### config.mk
export PLATFORM = sky130hd
export DESIGN_NAME = mac_row_drain
export DESIGN_NICKNAME = d
export VERILOG_FILES = /design/src/rtl/mac_row_drain.sv
export SDC_FILE = /design/constraint.sdc
export NUM_CORES = 1
export LEC_CHECK = 0
export BUFFER_PORTS_ARGS = -buffer_cell sky130_fd_sc_hd__buf_2
export CAP_MARGIN = 20
export CORE_UTILIZATION = 50
export DETAILED_ROUTE_END_ITERATION = 6
export PLACE_DENSITY = 0.72
export REMOVE_ABC_BUFFERS = 1
export SLEW_MARGIN = 20
export SYNTH_ARGS = -nofsm -noshare
export SYNTH_HDL_FRONTEND = slang
export SYNTH_SLANG_ARGS = --single-unit
### constraint.sdc
create_clock -name clk -period 7.3 [get_ports clk]
set_input_delay 0.365 -clock clk [delete_from_list [all_inputs] [get_ports clk]]
set_output_delay 0.365 -clock clk [all_outputs]
set_load 0.1 [all_outputs]
### src/rtl/mac_row_drain.sv
`default_nettype none
//==============================================================================
// Module   : mac_row_drain
// Brief    : COL-lane MAC row with weight-stationary and output-stationary
//            modes. A drain FSM serially unloads the OS accumulators through
//            a valid/ready port, lowest lane first.
// Revision : 1.0 - initial release
//==============================================================================
module mac_row_drain #(
  parameter int BW      = 4,
  parameter int PSUM_BW = 16,
  parameter int COL     = 8
) (
  input  logic                     clk,
  input  logic                     reset,
  input  logic                     os_mode,
  input  logic [BW-1:0]            in_w,
  input  logic [1:0]               inst_w,
  input  logic [PSUM_BW*COL-1:0]   in_n,
  output logic [PSUM_BW*COL-1:0]   out_s,
  output logic [COL-1:0]           valid,
  input  logic                     flush,
  output logic [PSUM_BW-1:0]       drain_data,
  output logic [$clog2(COL)-1:0]   drain_col,
  output logic                     drain_valid,
  input  logic                     drain_ready,
  output logic                     busy
);

  localparam int               PTR_W      = $clog2(COL);
  localparam logic [PTR_W-1:0] C_LAST_PTR = PTR_W'(COL - 1);

  typedef enum logic [1:0] {
    S_IDLE  = 2'd0,
    S_DRAIN = 2'd1,
    S_CLEAR = 2'd2
  } state_t;

  state_t                   r_state;
  logic                     r_busy;
  logic                     r_drain_valid;
  logic [PTR_W-1:0]         r_ptr;
  logic                     r_os_hold;

  logic                     w_os;
  logic                     w_hs;
  logic                     w_clear_wt;
  logic [PSUM_BW*COL-1:0]   w_acc_flat;
  logic [BW*(COL-1)-1:0]    w_fwd_a;
  logic [2*(COL-1)-1:0]     w_fwd_inst;

  // Mode is frozen for the whole drain/clear so a mid-drain toggle cannot
  // reinterpret tokens that are still travelling down the row.
  assign w_os       = r_busy ? r_os_hold : os_mode;
  assign w_hs       = r_drain_valid & drain_ready;
  assign w_clear_wt = (r_state == S_CLEAR);

  assign busy        = r_busy;
  assign drain_valid = r_drain_valid;
  assign drain_col   = r_ptr;
  // Accumulator of the pointed lane; no in-flight token can still target it
  // once it is presented, so the word is stable while the consumer stalls.
  assign drain_data  = r_drain_valid ? w_acc_flat[r_ptr*PSUM_BW +: PSUM_BW] : '0;

  genvar gi;
  generate
    for (gi = 0; gi < COL; gi++) begin : g_lane
      logic [BW-1:0]      w_a;
      logic [1:0]         w_inst;
      logic [PSUM_BW-1:0] w_n;
      logic [BW-1:0]      w_mul_b;
      logic [PSUM_BW-1:0] w_a_x;
      logic [PSUM_BW-1:0] w_b_x;
      logic [PSUM_BW-1:0] w_prod;
      logic               w_exec;
      logic               w_capture;
      logic               w_drain_clr;
      logic               w_acc_exec;

      logic               r_loaded;
      logic [BW-1:0]      r_weight;
      logic [PSUM_BW-1:0] r_acc;
      logic [PSUM_BW-1:0] r_out;
      logic               r_valid;

      if (gi == 0) begin : g_head
        // New instructions are blocked at the row entrance while busy.
        assign w_a    = in_w;
        assign w_inst = r_busy ? 2'b00 : inst_w;
      end else begin : g_body
        assign w_a    = w_fwd_a[(gi-1)*BW +: BW];
        assign w_inst = w_fwd_inst[(gi-1)*2 +: 2];
      end

      assign w_n         = in_n[gi*PSUM_BW +: PSUM_BW];
      assign w_exec      = w_inst[1];
      assign w_capture   = ~w_os & w_inst[0] & ~r_loaded & ~w_clear_wt;
      assign w_drain_clr = w_hs & (r_ptr == PTR_W'(gi));
      assign w_acc_exec  = w_os & w_exec;

      // Sign-extending both operands to PSUM_BW gives the wrapped signed product.
      assign w_mul_b = w_os ? w_n[BW-1:0] : r_weight;
      assign w_a_x   = {{(PSUM_BW-BW){w_a[BW-1]}}, w_a};
      assign w_b_x   = {{(PSUM_BW-BW){w_mul_b[BW-1]}}, w_mul_b};
      assign w_prod  = w_a_x * w_b_x;

      // Per-lane weight capture, accumulator, south output and valid.
      always_ff @(posedge clk or negedge reset) begin
        if (!reset) begin
          r_loaded <= 1'b0;
          r_weight <= '0;
          r_acc    <= '0;
          r_out    <= '0;
          r_valid  <= 1'b0;
        end else begin
          r_valid <= w_exec;
          if (w_clear_wt) begin
            r_loaded <= 1'b0;
            r_weight <= '0;
          end else if (w_capture) begin
            r_loaded <= 1'b1;
            r_weight <= w_a;
          end
          // A drained lane restarts from zero, even if a token lands together.
          if (w_drain_clr || w_acc_exec) begin
            r_acc <= (w_drain_clr ? '0 : r_acc) + (w_acc_exec ? w_prod : '0);
          end
          if (w_os) begin
            r_out <= w_n;
          end else if (w_exec) begin
            r_out <= w_n + w_prod;
          end
        end
      end

      if (gi < COL - 1) begin : g_fwd
        logic [BW-1:0] r_fa;
        logic [1:0]    r_finst;

        // Forward activation and instruction east; a consumed load token stops here.
        always_ff @(posedge clk or negedge reset) begin
          if (!reset) begin
            r_fa    <= '0;
            r_finst <= 2'b00;
          end else begin
            r_fa    <= w_a;
            r_finst <= {w_inst[1], w_inst[0] & ~w_capture};
          end
        end

        assign w_fwd_a[gi*BW +: BW]  = r_fa;
        assign w_fwd_inst[gi*2 +: 2] = r_finst;
      end

      assign w_acc_flat[gi*PSUM_BW +: PSUM_BW] = r_acc;
      assign out_s[gi*PSUM_BW +: PSUM_BW]      = r_out;
      assign valid[gi]                         = r_valid;
    end
  endgenerate

  // Control FSM: flush starts a serial drain (OS) or a one-cycle weight clear (WS).
  always_ff @(posedge clk or negedge reset) begin
    if (!reset) begin
      r_state       <= S_IDLE;
      r_busy        <= 1'b0;
      r_drain_valid <= 1'b0;
      r_ptr         <= '0;
      r_os_hold     <= 1'b0;
    end else begin
      r_os_hold <= w_os;
      case (r_state)
        S_IDLE: begin
          if (flush) begin
            r_busy <= 1'b1;
            if (w_os) begin
              r_state       <= S_DRAIN;
              r_drain_valid <= 1'b1;
              r_ptr         <= '0;
            end else begin
              r_state <= S_CLEAR;
            end
          end
        end
        S_DRAIN: begin
          if (w_hs) begin
            if (r_ptr == C_LAST_PTR) begin
              r_state       <= S_IDLE;
              r_busy        <= 1'b0;
              r_drain_valid <= 1'b0;
              r_ptr         <= '0;
            end else begin
              r_ptr <= r_ptr + PTR_W'(1);
            end
          end
        end
        S_CLEAR: begin
          r_state <= S_IDLE;
          r_busy  <= 1'b0;
        end
        default: begin
          r_state       <= S_IDLE;
          r_busy        <= 1'b0;
          r_drain_valid <= 1'b0;
          r_ptr         <= '0;
        end
      endcase
    end
  end

endmodule
`default_nettype wire
## Word-level counts from Yosys, hierarchy flattened

Index checks and enable logic that the tools add are counted.

- Bits in latches: 0
- Memory bits (read-only): 0
- Word-level logic and storage cells: 284
- Bits in writable memories: 0
- Register bits after elaboration: 354
- Output and inout bits: 157
- Bits of input ports: 139
- Memories: 0

- Add/subtract/negate cells: 17
- Reduce and logical (&&, ||, !) cells: 29
- Order comparisons: 0
- Divide/modulo/power cells: 0
- Muxes and demuxes: 92
- Bitwise logic cells: 65
- Shift operators: 1
- Equal/unequal tests: 13
- $mul: 8

Operators by type and width:

| kind | count |
|---|---|
| 16-bit two-way mux | 33 |
| 16-bit adder | 16 |
| 128-bit by 8-bit indexed part select with 16-bit output | 1 |
| 4-bit two-way mux | 24 |
| 4-bit by 4-bit multiplier with 8-bit output | 8 |
| 1-bit bitwise AND | 48 |
| 2-bit nonzero test | 16 |
| 1-bit two-way mux | 22 |
| 1-bit inverter | 17 |
| 3-bit == test (second input constant) | 4 |
| 3-bit two-way mux | 4 |
| 2-bit two-way mux | 5 |
| 3-bit case mux with 3 select lines | 1 |
| 1-bit logical OR | 8 |
| 2-bit != test (second input constant) | 4 |
| 3-bit by 2-bit == test with 1-bit output (second input constant) | 2 |
| 5-bit AND reduction | 1 |
| 2-bit case mux with 2 select lines | 1 |
| 4-bit AND reduction | 1 |
| 3-bit by 1-bit adder with 3-bit output (second input constant) | 1 |
| 3-bit by 1-bit == test with 1-bit output (second input constant) | 1 |
| 3-bit logical NOT | 1 |
| 1-bit case mux with 3 select lines | 1 |
| 3-bit AND reduction | 1 |
| other kinds (4) | 4 |

## Longest topological paths before layout

Gate-level depths: netlist (run 1).

- Depth after elaboration: 7
- Mapped depth: 35
- Gate-level depth less buffers: 29

## Worst setup path after synthesis (run 1)

Ideal clock, no wire load.

- Kind: register to register
- From: register r_busy (netlist: busy)
- To: register g_lane[5].r_out[15]
- Required time: 7,231 ps
- Cell stages (with the launch flop): 31
- Clock period less this slack: 8,485 ps
- Path slack: -1,185 ps
- Data arrival time: 8,416 ps
- Path through: dfrtp_1 mux2i_4 inv_2 buf_6 clkbuf_1 clkbuf_1 clkbuf_1 buf_1 nand2_1 nand2_1 nand2_1 fa_1 fa_1 inv_1 fa_1 ha_1 fa_1 a21o_1 a21oi_1 xor2_1 xnor2_1 ha_1 nand3_1 nand2_1 a41oi_1 a21oi_1 a211o_1 a21oi_1 xor2_1 or4b_2 nand3_1

- Longest elaborated chain between the ends: 6
- Elaborated cells on any way between the ends: 7
- Those cells by class: 1 x add/sub; 1 x mul; 4 x mux; 1 x reduce/logical

RTL lines:

| element | line | RTL |
|---|---|---|
| start: declaration | 40 | `logic r_busy;` |
| start signal: assignment | 165 | `r_busy <= 1'b0;` |
| start signal: assignment | 174 | `r_busy <= 1'b1;` |
| start signal: assignment | 188 | `r_busy <= 1'b0;` |
| 1-bit two-way mux (*) | 54 | `assign w_os = r_busy ? r_os_hold : os_mode;` |
| 4-bit two-way mux | 102 | `assign w_mul_b = w_os ? w_n[BW-1:0] : r_weight;` |
| 4-bit by 4-bit multiplier with 8-bit output | 105 | `assign w_prod = w_a_x * w_b_x;` |
| 16-bit adder | 131 | `r_out <= w_n + w_prod;` |
| 16-bit two-way mux | 130 | `end else if (w_exec) begin` |
| 16-bit two-way mux | 128 | `if (w_os) begin` |
| end signal: assignment | 129 | `r_out <= w_n;` |
| end signal: assignment | 131 |  |
| end: declaration | 83 | `logic [PSUM_BW-1:0] r_out;` |

Mark *: on every way between the ends. The rest lies on a longest branch, timed or not. The select of a mux whose other input is x is not followed.
A chain may end at the register's enable or synchronous reset.

## Final worst setup path (run 1)

- From: register r_busy (netlist: busy)
- To: register g_lane[4].r_acc[15]

- Longest elaborated chain between the ends: 5
- Elaborated cells on any way between the ends: 7
- Those cells by class: 1 x add/sub; 1 x mul; 3 x mux; 1 x bitwise; 1 x reduce/logical

RTL lines:

| element | line | RTL |
|---|---|---|
| 1-bit two-way mux (*) | 54 |  |
| 4-bit two-way mux | 102 |  |
| 4-bit by 4-bit multiplier with 8-bit output | 105 |  |
| 16-bit two-way mux | 126 | `r_acc <= (w_drain_clr ? '0 : r_acc) + (w_acc_exec ? w_prod : '0);` |
| 16-bit adder | 126 |  |
| end signal: assignment | 126 |  |
| end: declaration | 82 | `logic [PSUM_BW-1:0] r_acc;` |

Mark *: on every way between the ends. The rest lies on a longest branch, timed or not.

==> flow_summary_export.csv, run 1 <==
group,metric,value,unit
placement,buffer_ports.inserted,295,
yosys,post_synth_inst_count,3634,
clocking,ctsRootBufferMaster,"sky130_fd_sc_hd__clkbuf_16",
detailed_routing,first_iter_violations,1915,
worst_setup_path,critPathKind,"register to register",
global_route,grt_first_pass_wirelength,137,mm
clocking,clk_transition_reported_paths,0.06,ns
floorplanning,die_h,254,µm
global_route,number_of_antenna_violations_at_the_first_check_in_global_routing,2,
detailed_routing,vias_per_cell,5.63,
yosys,synth_top_flop_cell,"sky130_fd_sc_hd__dfrtp_1",
timing,slew_violations,0,
yosys,netlist_top_cells_area,"sky130_fd_sc_hd__dfrtp_1 27%, sky130_fd_sc_hd__ha_1 13%, sky130_fd_sc_hd__fa_1 6.0%, sky130_fd_sc_hd__nand2_1 5.8%, sky130_fd_sc_hd__mux2i_1 4.5%",
yosys,synth-edff-count,0,
clocking,cts_made_buffers,45,
floorplanning,design.die.area,0.0647,mm²
detailed_routing,drcViolationCount,0,
yosys,synth.top_cell.area_share,27.3,%
timing,worst_pin_slew,1.06,ns
yosys,yosys_warnings,0,
floorplanning,ios,296,
yosys,yosys-top-cells-count,"493 x sky130_fd_sc_hd__nand2_1, 347 x sky130_fd_sc_hd__dfrtp_1, 326 x sky130_fd_sc_hd__ha_1",
global_route,groute.usage.overall,26.1,%
job,max-cap-violations,0,
worst_setup_path,sort_of_element_at_the_end_of_the_critical_path,"register",
yosys,synth_seq_area_share,27.3,%
global_route,grt_start_max_net_pins,115,
placement,rd_place_congestion,0.926,
yosys,synth_most_common_cell,"sky130_fd_sc_hd__nand2_1",
yosys,synth_area,0.0318,mm²
layout,instances_no_fill,4851,
timing,final_min_period_over_clock_period,95.9,%
clocking,cts_buffer_depth,3,
floorplanning,die_width,254,µm
worst_setup_path,critical_path_required,7.76,ns
timing,hold_viol,0,
worst_setup_path,start_kind,"register",
clocking,clock_tree.htree_level_count,2,
detailed_routing,via_count_of_the_routed_design,27300,
timing,min_period,7.00,ns
detailed_routing,post_drt_wl_per_cell,17.4,µm
detailed_routing,ant_nets,0,
floorplanning,floorplan.initialDensity,50.5,%
hold_path,worst_hold_path_class,"input port to register",
yosys,yosys_register_bits,347,
global_route,grt_overflow,0,
timing,setup_viol,0,
global_route,grt_pass1_vias,26500,
clocking,clk_latency,0.60,ns
outcome,status,"finished clean",
timing,finalClockSkew,0.0284,ns
worst_setup_path,cp_data_arrival_time,7.47,ns
timing,setup-tns-final,0,ns
timing,relSlewSlack,29.2,%
timing,fmax,0.143,GHz
floorplanning,core_area,0.0630,mm²
yosys,synth_largest_area_cell,"sky130_fd_sc_hd__dfrtp_1",
floorplanning,standard_cell_rows,92,
detailed_routing,drt-pass1-iter-count,6,
yosys,syn_avg_cell_area,8.76,µm²
layout,area.growth.synth_to_final,15.2,%
yosys,netlist-cell-type-count,101,
placement,place.detailed.instances,4701,
clocking,tritoncts,"yes",
worst_setup_path,critical_path_peak_fanout,35,
placement,hpwlAfterDp,63.7,mm
layout,final_layout_size_suffix_gt1_share,13.9,%
layout,nets,4530,
clocking,numClockSinks,347,
yosys,synthArstFlopShare,100,%
detailed_routing,route.final.wire_length,84.5,mm
layout,post-route-util,58.2,%
==> worst max-delay path, cell delays in order (launching register included) <==
cell and delay [ns]:
sky130_fd_sc_hd__dfrtp_1 0.40, sky130_fd_sc_hd__mux2i_4 0.27, sky130_fd_sc_hd__buf_12 0.18, sky130_fd_sc_hd__buf_4 0.13, sky130_fd_sc_hd__buf_12 0.21, sky130_fd_sc_hd__a21boi_0 0.14, sky130_fd_sc_hd__or2_2 0.30, sky130_fd_sc_hd__fa_1 0.46
sky130_fd_sc_hd__fa_1 0.52, sky130_fd_sc_hd__inv_1 0.06, sky130_fd_sc_hd__fa_1 0.46, sky130_fd_sc_hd__ha_1 0.23, sky130_fd_sc_hd__fa_1 0.46, sky130_fd_sc_hd__a21o_1 0.18, sky130_fd_sc_hd__a21oi_1 0.24, sky130_fd_sc_hd__xnor2_2 0.15
sky130_fd_sc_hd__xnor2_4 0.23, sky130_fd_sc_hd__inv_6 0.12, sky130_fd_sc_hd__nand2_8 0.11, sky130_fd_sc_hd__clkinv_4 0.13, sky130_fd_sc_hd__ha_1 0.25, sky130_fd_sc_hd__a21oi_2 0.16, sky130_fd_sc_hd__nor4b_2 0.08, sky130_fd_sc_hd__or4_4 0.51
sky130_fd_sc_hd__a2111oi_4 0.37, sky130_fd_sc_hd__a31oi_1 0.17, sky130_fd_sc_hd__o21a_1 0.21, sky130_fd_sc_hd__o211a_1 0.12
==> registers in the layout, indices dropped and copies added (netlist names) <==
signal and count:
g_lane.r_loaded 8, g_lane.r_weight 32, busy 1, drain_valid 1, r_state 2, drain_col 3, g_lane.r_acc 128, r_os_hold 1
g_lane.r_out 128, g_lane.g_fwd.r_finst 14, g_lane.r_valid 1, g_lane.g_fwd.r_fa 28
==> metrics by stage <==
step / hold slack, ns / area, µm² / setup WS (ns)
floorplan: 0.0694 / 31300 / -2.95
global placement: 0.400 / 34400 / 0.0435
detailed placement: 0.402 / 34400 / -0.0282
CTS: 0.000239 / 36400 / 0.0194
global route: 0.0258 / 36600 / -0.0366
finish: 0.0176 / 36700 / 0.296
==> layout make-up <==
type                    instances  area, µm²
diodes                          1       2.50
clock buffers                  71       1390
clock inverters                11       90.1
fillers                      5602      26300
inverters                     180        714
multi-input cells            2968      22000
flip-flops and latches        347       8680
well taps                     846       1060
repair buffers                427       2720
==> what timing repair did <==
item                                   in CTS  in global routing
hold buffers                               62                  0
resized for setup                           0                 30
setup endpoints to repair                   0                 36
endpoints found under the hold margin     136                  0
setup buffers                               0                  4
==> cell usage in the layout, fill, tap and decap left out, types with 30 or more instances in the layout <==
cell type,Yosys,final
sky130_fd_sc_hd__o21bai_1,32,32
sky130_fd_sc_hd__nor3_1,57,57
sky130_fd_sc_hd__a21oi_1,219,215
sky130_fd_sc_hd__nand2b_1,30,30
sky130_fd_sc_hd__buf_2,5,294
sky130_fd_sc_hd__o21ai_0,265,264
sky130_fd_sc_hd__ha_1,326,326
sky130_fd_sc_hd__fa_1,96,96
sky130_fd_sc_hd__clkbuf_16,0,48
sky130_fd_sc_hd__dlygate4sd3_1,0,62
sky130_fd_sc_hd__buf_4,8,63
sky130_fd_sc_hd__xor2_1,73,73
sky130_fd_sc_hd__nor2b_1,56,55
sky130_fd_sc_hd__dfrtp_1,347,346
sky130_fd_sc_hd__nand3_1,50,50
sky130_fd_sc_hd__and3_1,60,60
sky130_fd_sc_hd__and2_1,146,146
sky130_fd_sc_hd__inv_1,166,166
sky130_fd_sc_hd__mux4_2,32,32
sky130_fd_sc_hd__xnor2_1,162,157
sky130_fd_sc_hd__mux2i_1,144,144
sky130_fd_sc_hd__nand2_1,493,493
sky130_fd_sc_hd__a21o_1,71,71
sky130_fd_sc_hd__a21boi_0,38,36
sky130_fd_sc_hd__nor2_1,257,257
==> routing by layer <==
layer / up-vias / wire length, µm / track usage, %
li1: 13400 / - / -
met1: 13100 / 37100 / 34.2
met2: 639 / 40600 / 43.9
met3: 167 / 3920 / 3.16
met4: 4 / 2940 / 9.97
met5: - / 15 / 0
==> cell families after synthesis <==
| logic type | Yosys count | share of synthesized area (%) |
|---|---|---|
| muxes | 185 | 7.16 |
| adders and majority gates | 426 | 19.0 |
| AOI/OAI and AO/OA | 868 | 17.2 |
| xor gates and xnor gates | 241 | 6.89 |
| and+or+nand+nor | 1248 | 18.6 |
| DFF | 347 | 27.3 |
| buffers and inverters | 319 | 3.93 |
==> worst paths after layout <==
path,from,end,slack [ns],cells past startpoint
setup reg to reg,busy,g_lane[4].r_acc[15],0.30,27
min in group asynchronous,reset,g_lane[5].r_out[12],0.35,2
hold / removal,in_n[86],g_lane[5].r_out[6],0.02,3
setup / recovery,busy,g_lane[4].r_acc[15],0.30,27
max in group asynchronous,reset,g_lane[2].r_acc[13],5.05,4
hold reg to reg,g_lane[3].r_acc[0],g_lane[3].r_acc[0],0.49,2
Power of run 1 is left out: the tool's default activity adds up to more than one toggle a clock period on the data nets, which glitch-free logic cannot reach.
==> run 2, diff against run 1 <==
- CORE_UTILIZATION: 50 -> 56
- PLACE_DENSITY: 0.72 -> 0.79
==> run 2 against run 1 <==
  * Register-to-register slack better by 0.04 ns
  * Cell area down 0.68%
  * Via count up 1.7%
  * Routed wire length up 1.4%
  * Clock-buffer cell count down 19
  * Global-route usage up 3.5 points
  * Fmax up 0.58%
==> flow_summary_export.csv, run 2 (synthesis results as in run 1) <==
group,metric,value,unit
outcome,status,"finished clean",
clocking,cts_buffer_depth,3,
worst_setup_path,reg2reg_to,"g_lane[6].r_out[15]",
hold_path,hp-start,"in_n[74]",
worst_setup_path,cpPeakStageDelay,0.52,ns
clocking,clk_transition_reported_paths,0.06,ns
layout,layout.filler_cells,4626,
detailed_routing,drt-pass1-iter-count,6,
floorplanning,die_width,240,µm
timing,slew_violations,0,
layout,layout_commonest_cell,"sky130_fd_sc_hd__nand2_1",
floorplanning,standard_cell_rows,87,
detailed_routing,first_iter_violations,1824,
layout,instances_no_fill,4745,
worst_setup_path,ff2ff_setup_slack,0.34,ns
worst_setup_path,start_kind,"register",
placement,hpwlAfterDp,63.5,mm
timing,finalClockSkew,0.0345,ns
layout,final_layout_size_suffix_gt1_share,14.3,%
timing,worst_pin_slew,1.05,ns
global_route,grt_pass1_vias,27000,
detailed_routing,ant_nets,0,
timing,final_min_period_over_clock_period,95.4,%
worst_setup_path,cp_data_arrival_time,7.42,ns
worst_setup_path,path_buf_inv,5,
hold_path,min_to,"g_lane[4].r_out[10]",
clocking,clock_tree.htree_level_count,2,
floorplanning,floorplan.initialDensity,56.5,%
layout,nets,4515,
floorplanning,die_h,240,µm
placement,place.detailed.instances,4605,
placement,dp_slack,0.0110,ns
worst_setup_path,critPathKind,"register to register",
detailed_routing,via_count_of_the_routed_design,27800,
placement,buffer_ports.inserted,295,
clocking,clk_latency,0.60,ns
clocking,numClockSinks,347,
hold_path,cell_count_of_the_worst_hold_path,3,
worst_setup_path,cp_top_family,"adder cells",
worst_setup_path,critical_path_peak_fanout,19,
timing,hold_viol,0,
placement,rd_place_congestion,0.944,
detailed_routing,post_drt_wl_per_cell,18.1,µm
clocking,ctsRootBufferMaster,"sky130_fd_sc_hd__clkbuf_16",
worst_setup_path,reg2reg_depth,28,
worst_setup_path,critical_path_required,7.75,ns
worst_setup_path,critPathMostFrequentCell,"sky130_fd_sc_hd__fa_1",
timing,setup_viol,0,
floorplanning,ios,296,
global_route,groute.usage.overall,29.6,%
global_route,grt_start_max_net_pins,177,
timing,min_period,6.96,ns
floorplanning,core_area,0.0563,mm²
timing,grt_setup_unrepaired,"yes",
timing,postLayoutSetupSlackWorst,0.336,ns
global_route,grt_first_pass_wirelength,138,mm
clocking,cts_made_buffers,43,
global_route,number_of_antenna_violations_at_the_first_check_in_global_routing,2,
hold_path,worst_hold_path_class,"input port to register",
floorplanning,design.die.area,0.0578,mm²
detailed_routing,drcViolationCount,0,
layout,final-seq-area,0.00868,mm²
timing,relSlewSlack,30.2,%
timing,fmax,0.144,GHz
global_route,grt_overflow,0,
detailed_routing,route.final.wire_length,85.7,mm
detailed_routing,vias_per_cell,5.85,
worst_setup_path,timing.critical_path.slowest_stage_cell,"sky130_fd_sc_hd__fa_1",
layout,post-route-util,64.7,%
worst_setup_path,crit-reg2reg-launch,"busy",
layout,mostFrequentLayoutCells,"493 x sky130_fd_sc_hd__nand2_1, 346 x sky130_fd_sc_hd__dfrtp_1, 325 x sky130_fd_sc_hd__ha_1, 294 x sky130_fd_sc_hd__buf_2, 265 x sky130_fd_sc_hd__o21ai_0",
layout,largest_registers,"g_lane.r_acc: 128 flops, g_lane.r_out: 128 flops, g_lane.r_weight: 32 flops",
job,max-cap-violations,0,
worst_setup_path,sort_of_element_at_the_end_of_the_critical_path,"register",
layout,multi_input_comb_area,0.0220,mm²
layout,area.growth.synth_to_final,14.4,%
clocking,tritoncts,"yes",
==> run 2: timing repair <==
action | 4_1_cts | 5_1_grt
gates resized for setup | 0 | 30
endpoints found under the hold margin | 113 | 0
buffers inserted | 0 | 21
hold buffers | 38 | 0
endpoints found under the setup margin | 0 | 28
==> run 2: how the worst max path moves through the flow <==
| stage | cells after the start | startpoint | slack (ns) | endpoint |
|---|---|---|---|---|
| 3_3_place_gp | 25 | os_mode | 0.15 | g_lane[5].r_out[15] |
| 5_1_grt | 30 | busy | -0.02 | g_lane[2].r_acc[14] |
| 2_1_floorplan | 25 | busy | -2.95 | g_lane[0].r_acc[13] |
| 4_1_cts | 24 | busy | 0.04 | g_lane[5].r_out[15] |
| 6_report | 28 | busy | 0.34 | g_lane[6].r_out[15] |
| 3_5_place_dp | 25 | os_mode | 0.01 | g_lane[5].r_out[15] |
==> run 2: per-layer routing <==
layer | wire length, µm | share of wire (%) | track usage (%) | up-vias
met5 | 0 | 0 | 0 | -
met4 | 3030 | 3.5 | 10.3 | 0
met3 | 5000 | 5.8 | 4.24 | 177
met2 | 41200 | 48 | 50.5 | 837
met1 | 36500 | 43 | 38.3 | 13300
li1 | - | - | - | 13400
==> run 2: stage by stage <==
| step | hold WS (ns) | TNS, ns | instance area [µm²] |
|---|---|---|---|
| 2_1_floorplan | 0.0694 | -317.57 | 31300 |
| 3_5_place_dp | 0.420 | 0 | 34200 |
| 4_1_cts | 0.0000898 | 0 | 36100 |
| 3_3_place_gp | 0.422 | 0 | 34200 |
| 5_1_grt | 0.0225 | -0.0574 | 36400 |
| 6_report | 0.0194 | 0 | 36400 |
==> run 2: worst reg2reg max path: cells and delay by family, from the launching register on <==
family | cells | cell delay, ns
AOI/OAI and AO/OA | 7 | 1.45
xor gates and xnor gates | 3 | 0.52
adders and majority gates | 6 | 2.50
buffers and inverters | 5 | 0.66
DFF | 1 | 0.41
muxes | 1 | 0.20
and+or+nand+nor | 6 | 1.08
==> run 2: final cells by class <==
class,count,area share (%)
Inverter,180,1.92
Timing Repair inverter,1,0.0241
Clock buffer,52,3.24
Tap cell,756,2.60
Antenna cell,2,0.0137
Multi-Input combinational cell,2968,60.4
Timing Repair Buffer,413,7.02
Clock inverter,26,0.949
Sequential cell,347,23.9
Power of run 2 is left out for the same reason.
==> run 3, diff against run 2 <==
- CORE_UTILIZATION: 56 -> 60
- PLACE_DENSITY: 0.79 -> 0.8
- clock period: 7.3 -> 7.2 ns (I/O delays scaled with it)
==> run 3 against run 2 <==
  * Clock-buffer cell count grew 5
  * Flip-flop and latch count is the same
  * Hold slack got worse by 0.0014 ns
  * Critical path type unchanged
==> flow_summary_export.csv, run 3 (synthesis results as in run 1) <==
group,metric,value,unit
worst_setup_path,cp_data_arrival_time,7.58,ns
job,max-cap-violations,0,
worst_setup_path,critPathMostFrequentCell,"sky130_fd_sc_hd__fa_1",
detailed_routing,ant_nets,0,
floorplanning,core_area,0.0524,mm²
floorplanning,standard_cell_rows,84,
detailed_routing,drt-pass1-iter-count,6,
worst_setup_path,timing.critical_path.slowest_stage_cell,"sky130_fd_sc_hd__or4b_2",
global_route,grt_overflow,0,
worst_setup_path,critical_path_required,7.75,ns
global_route,number_of_antenna_violations_at_the_first_check_in_global_routing,3,
timing,min_period,7.03,ns
layout,final_layout_size_suffix_gt1_share,14.4,%
worst_setup_path,critical_path_peak_fanout,22,
detailed_routing,via_count_of_the_routed_design,28300,
global_route,grt_first_pass_wirelength,139,mm
timing,setup_viol,0,
worst_setup_path,worstPathCellList,"mux2i_4 > inv_8 > nand2_1 > a21boi_0 > or2_2 > fa_1 > fa_1 > inv_1 > fa_1 > ha_1 > fa_1 > a21o_1 > a21oi_1 > xor2_2 > buf_4 > xnor2_2 > buf_4 > ha_1 > and3_1 > a211o_1 > a21oi_1 > xor2_1 > or4b_2 > nand3_1",
layout,largest_registers,"g_lane.r_acc: 128 flops, g_lane.r_out: 128 flops, g_lane.r_weight: 32 flops",
timing,finalClockSkew,0.0506,ns
worst_setup_path,cpPeakStageDelay,0.69,ns
detailed_routing,first_iter_violations,2475,
clocking,clock_tree.htree_level_count,2,
placement,hpwlAfterDp,62.9,mm
clocking,numClockSinks,347,
layout,mostFrequentLayoutCells,"492 x sky130_fd_sc_hd__nand2_1, 346 x sky130_fd_sc_hd__dfrtp_1, 325 x sky130_fd_sc_hd__ha_1, 294 x sky130_fd_sc_hd__buf_2, 264 x sky130_fd_sc_hd__o21ai_0",
layout,layout_commonest_cell,"sky130_fd_sc_hd__nand2_1",
timing,final_min_period_over_clock_period,97.6,%
layout,area.growth.synth_to_final,15.3,%
layout,layout.filler_cells,3985,
detailed_routing,drcViolationCount,0,
floorplanning,ios,296,
detailed_routing,vias_per_cell,6.01,
placement,dp_slack,-0.137,ns
outcome,status,"finished clean",
layout,nets,4543,
placement,rd_place_congestion,0.970,
clocking,clk_latency,0.62,ns
clocking,tritoncts,"yes",
floorplanning,design.die.area,0.0540,mm²
placement,buffer_ports.inserted,295,
clocking,ctsRootBufferMaster,"sky130_fd_sc_hd__clkbuf_16",
global_route,groute.usage.overall,31.8,%
clocking,cts_buffer_depth,3,
floorplanning,die_h,232,µm
floorplanning,floorplan.initialDensity,60.7,%
floorplanning,die_width,232,µm
timing,hold_viol,0,
global_route,grt_start_max_net_pins,174,
timing,fmax,0.142,GHz
global_route,grt_pass1_vias,27100,
timing,worst_pin_slew,1.04,ns
clocking,cts_made_buffers,43,
worst_setup_path,sort_of_element_at_the_end_of_the_critical_path,"register",
worst_setup_path,critPathKind,"register to register",
clocking,clk_transition_reported_paths,0.06,ns
detailed_routing,route.final.wire_length,87.0,mm
timing,slew_violations,0,
timing,relSlewSlack,30.2,%
timing,postLayoutSetupSlackWorst,0.172,ns
detailed_routing,post_drt_wl_per_cell,18.5,µm
layout,final-seq-area,0.00868,mm²
worst_setup_path,start_kind,"register",
timing,grt_setup_unrepaired,"yes",
layout,multi_input_comb_area,0.0221,mm²
hold_path,worst_hold_path_class,"input port to register",
[run 3: changes by cell type in the layout (fill, tap and decap cells not counted), sizes merged, moves of 2 or more]
cell	before	now
buf	375	370
bufinv	7	5
clkbuf	52	60
clkinvlp	4	2
dlygate4sd3	38	68
inv	181	179
[run 3: through the flow]
step	utilization, %	area (µm²)	TNS (ns)	hold slack, ns	std cells
final	70.0	36700	0	0.0180	4705
after global routing	70.0	36700	-0.523	0.0117	4705
after CTS	69.2	36300	0	0.000323	4681
after detailed placement	65.1	34100	-0.137	0.468	4536
after global placement	65.1	34100	0	0.465	4536
after floorplan	-	31300	-337.83	0.0644	3495
[run 3: path summary, 6_finish.rpt]
check | startpoint | end | slack [ns] | depth (start not counted)
max | busy | g_lane[5].r_out[15] | 0.17 | 24
max reg2reg | busy | g_lane[5].r_out[15] | 0.17 | 24
max in group asynchronous | reset | g_lane[6].r_out[4] | 5.24 | 3
min | in_n[121] | g_lane[7].r_out[9] | 0.02 | 3
min in group asynchronous | reset | g_lane[4].r_acc[0] | 0.42 | 2
min reg2reg | g_lane[4].g_fwd.r_fa[1] | g_lane[5].g_fwd.r_fa[1] | 0.49 | 0
[run 3: timing repair]
action / in CTS / in global routing
endpoints found under the hold margin: 164 / 0
gates resized for setup: 1 / 37
pin swaps: 0 / 5
buffers inserted: 0 / 16
cloned: 0 / 4
hold buffers: 68 / 0
endpoints found under the setup margin: 1 / 30
[run 3: area by class of cell]
class,instances,area share [%]
antenna,3,0.0205
clock buffer,57,3.29
clock inverter,20,0.736
inverter,180,1.89
multi-input combinational,2969,60.1
sequential,347,23.7
tap,688,2.35
timing repair buffer,441,7.92
[run 3: worst max-delay path: cells and delay by family (launching register included)]
family / cells / cell delay [ns]
adder cells (fa/ha/maj): 6 / 2.40
AND/OR/NAND/NOR: 5 / 1.33
AO/OA/AOI/OAI: 5 / 1.17
XOR/XNOR: 3 / 0.66
buffers and inverters: 4 / 0.58
flip-flops: 1 / 0.42
multiplexers: 1 / 0.42
[run 3: routing by layer]
metal / up-vias / share of wire, % / GRT usage, %
met1: 13700 / 42 / 42.3
met4: 0 / 3.6 / 11.3
met3: 209 / 6.6 / 4.63
met5: - / 0 / 0
met2: 958 / 48 / 52.6
li1: 13500 / - / -
Power of run 3 is left out for the same reason.
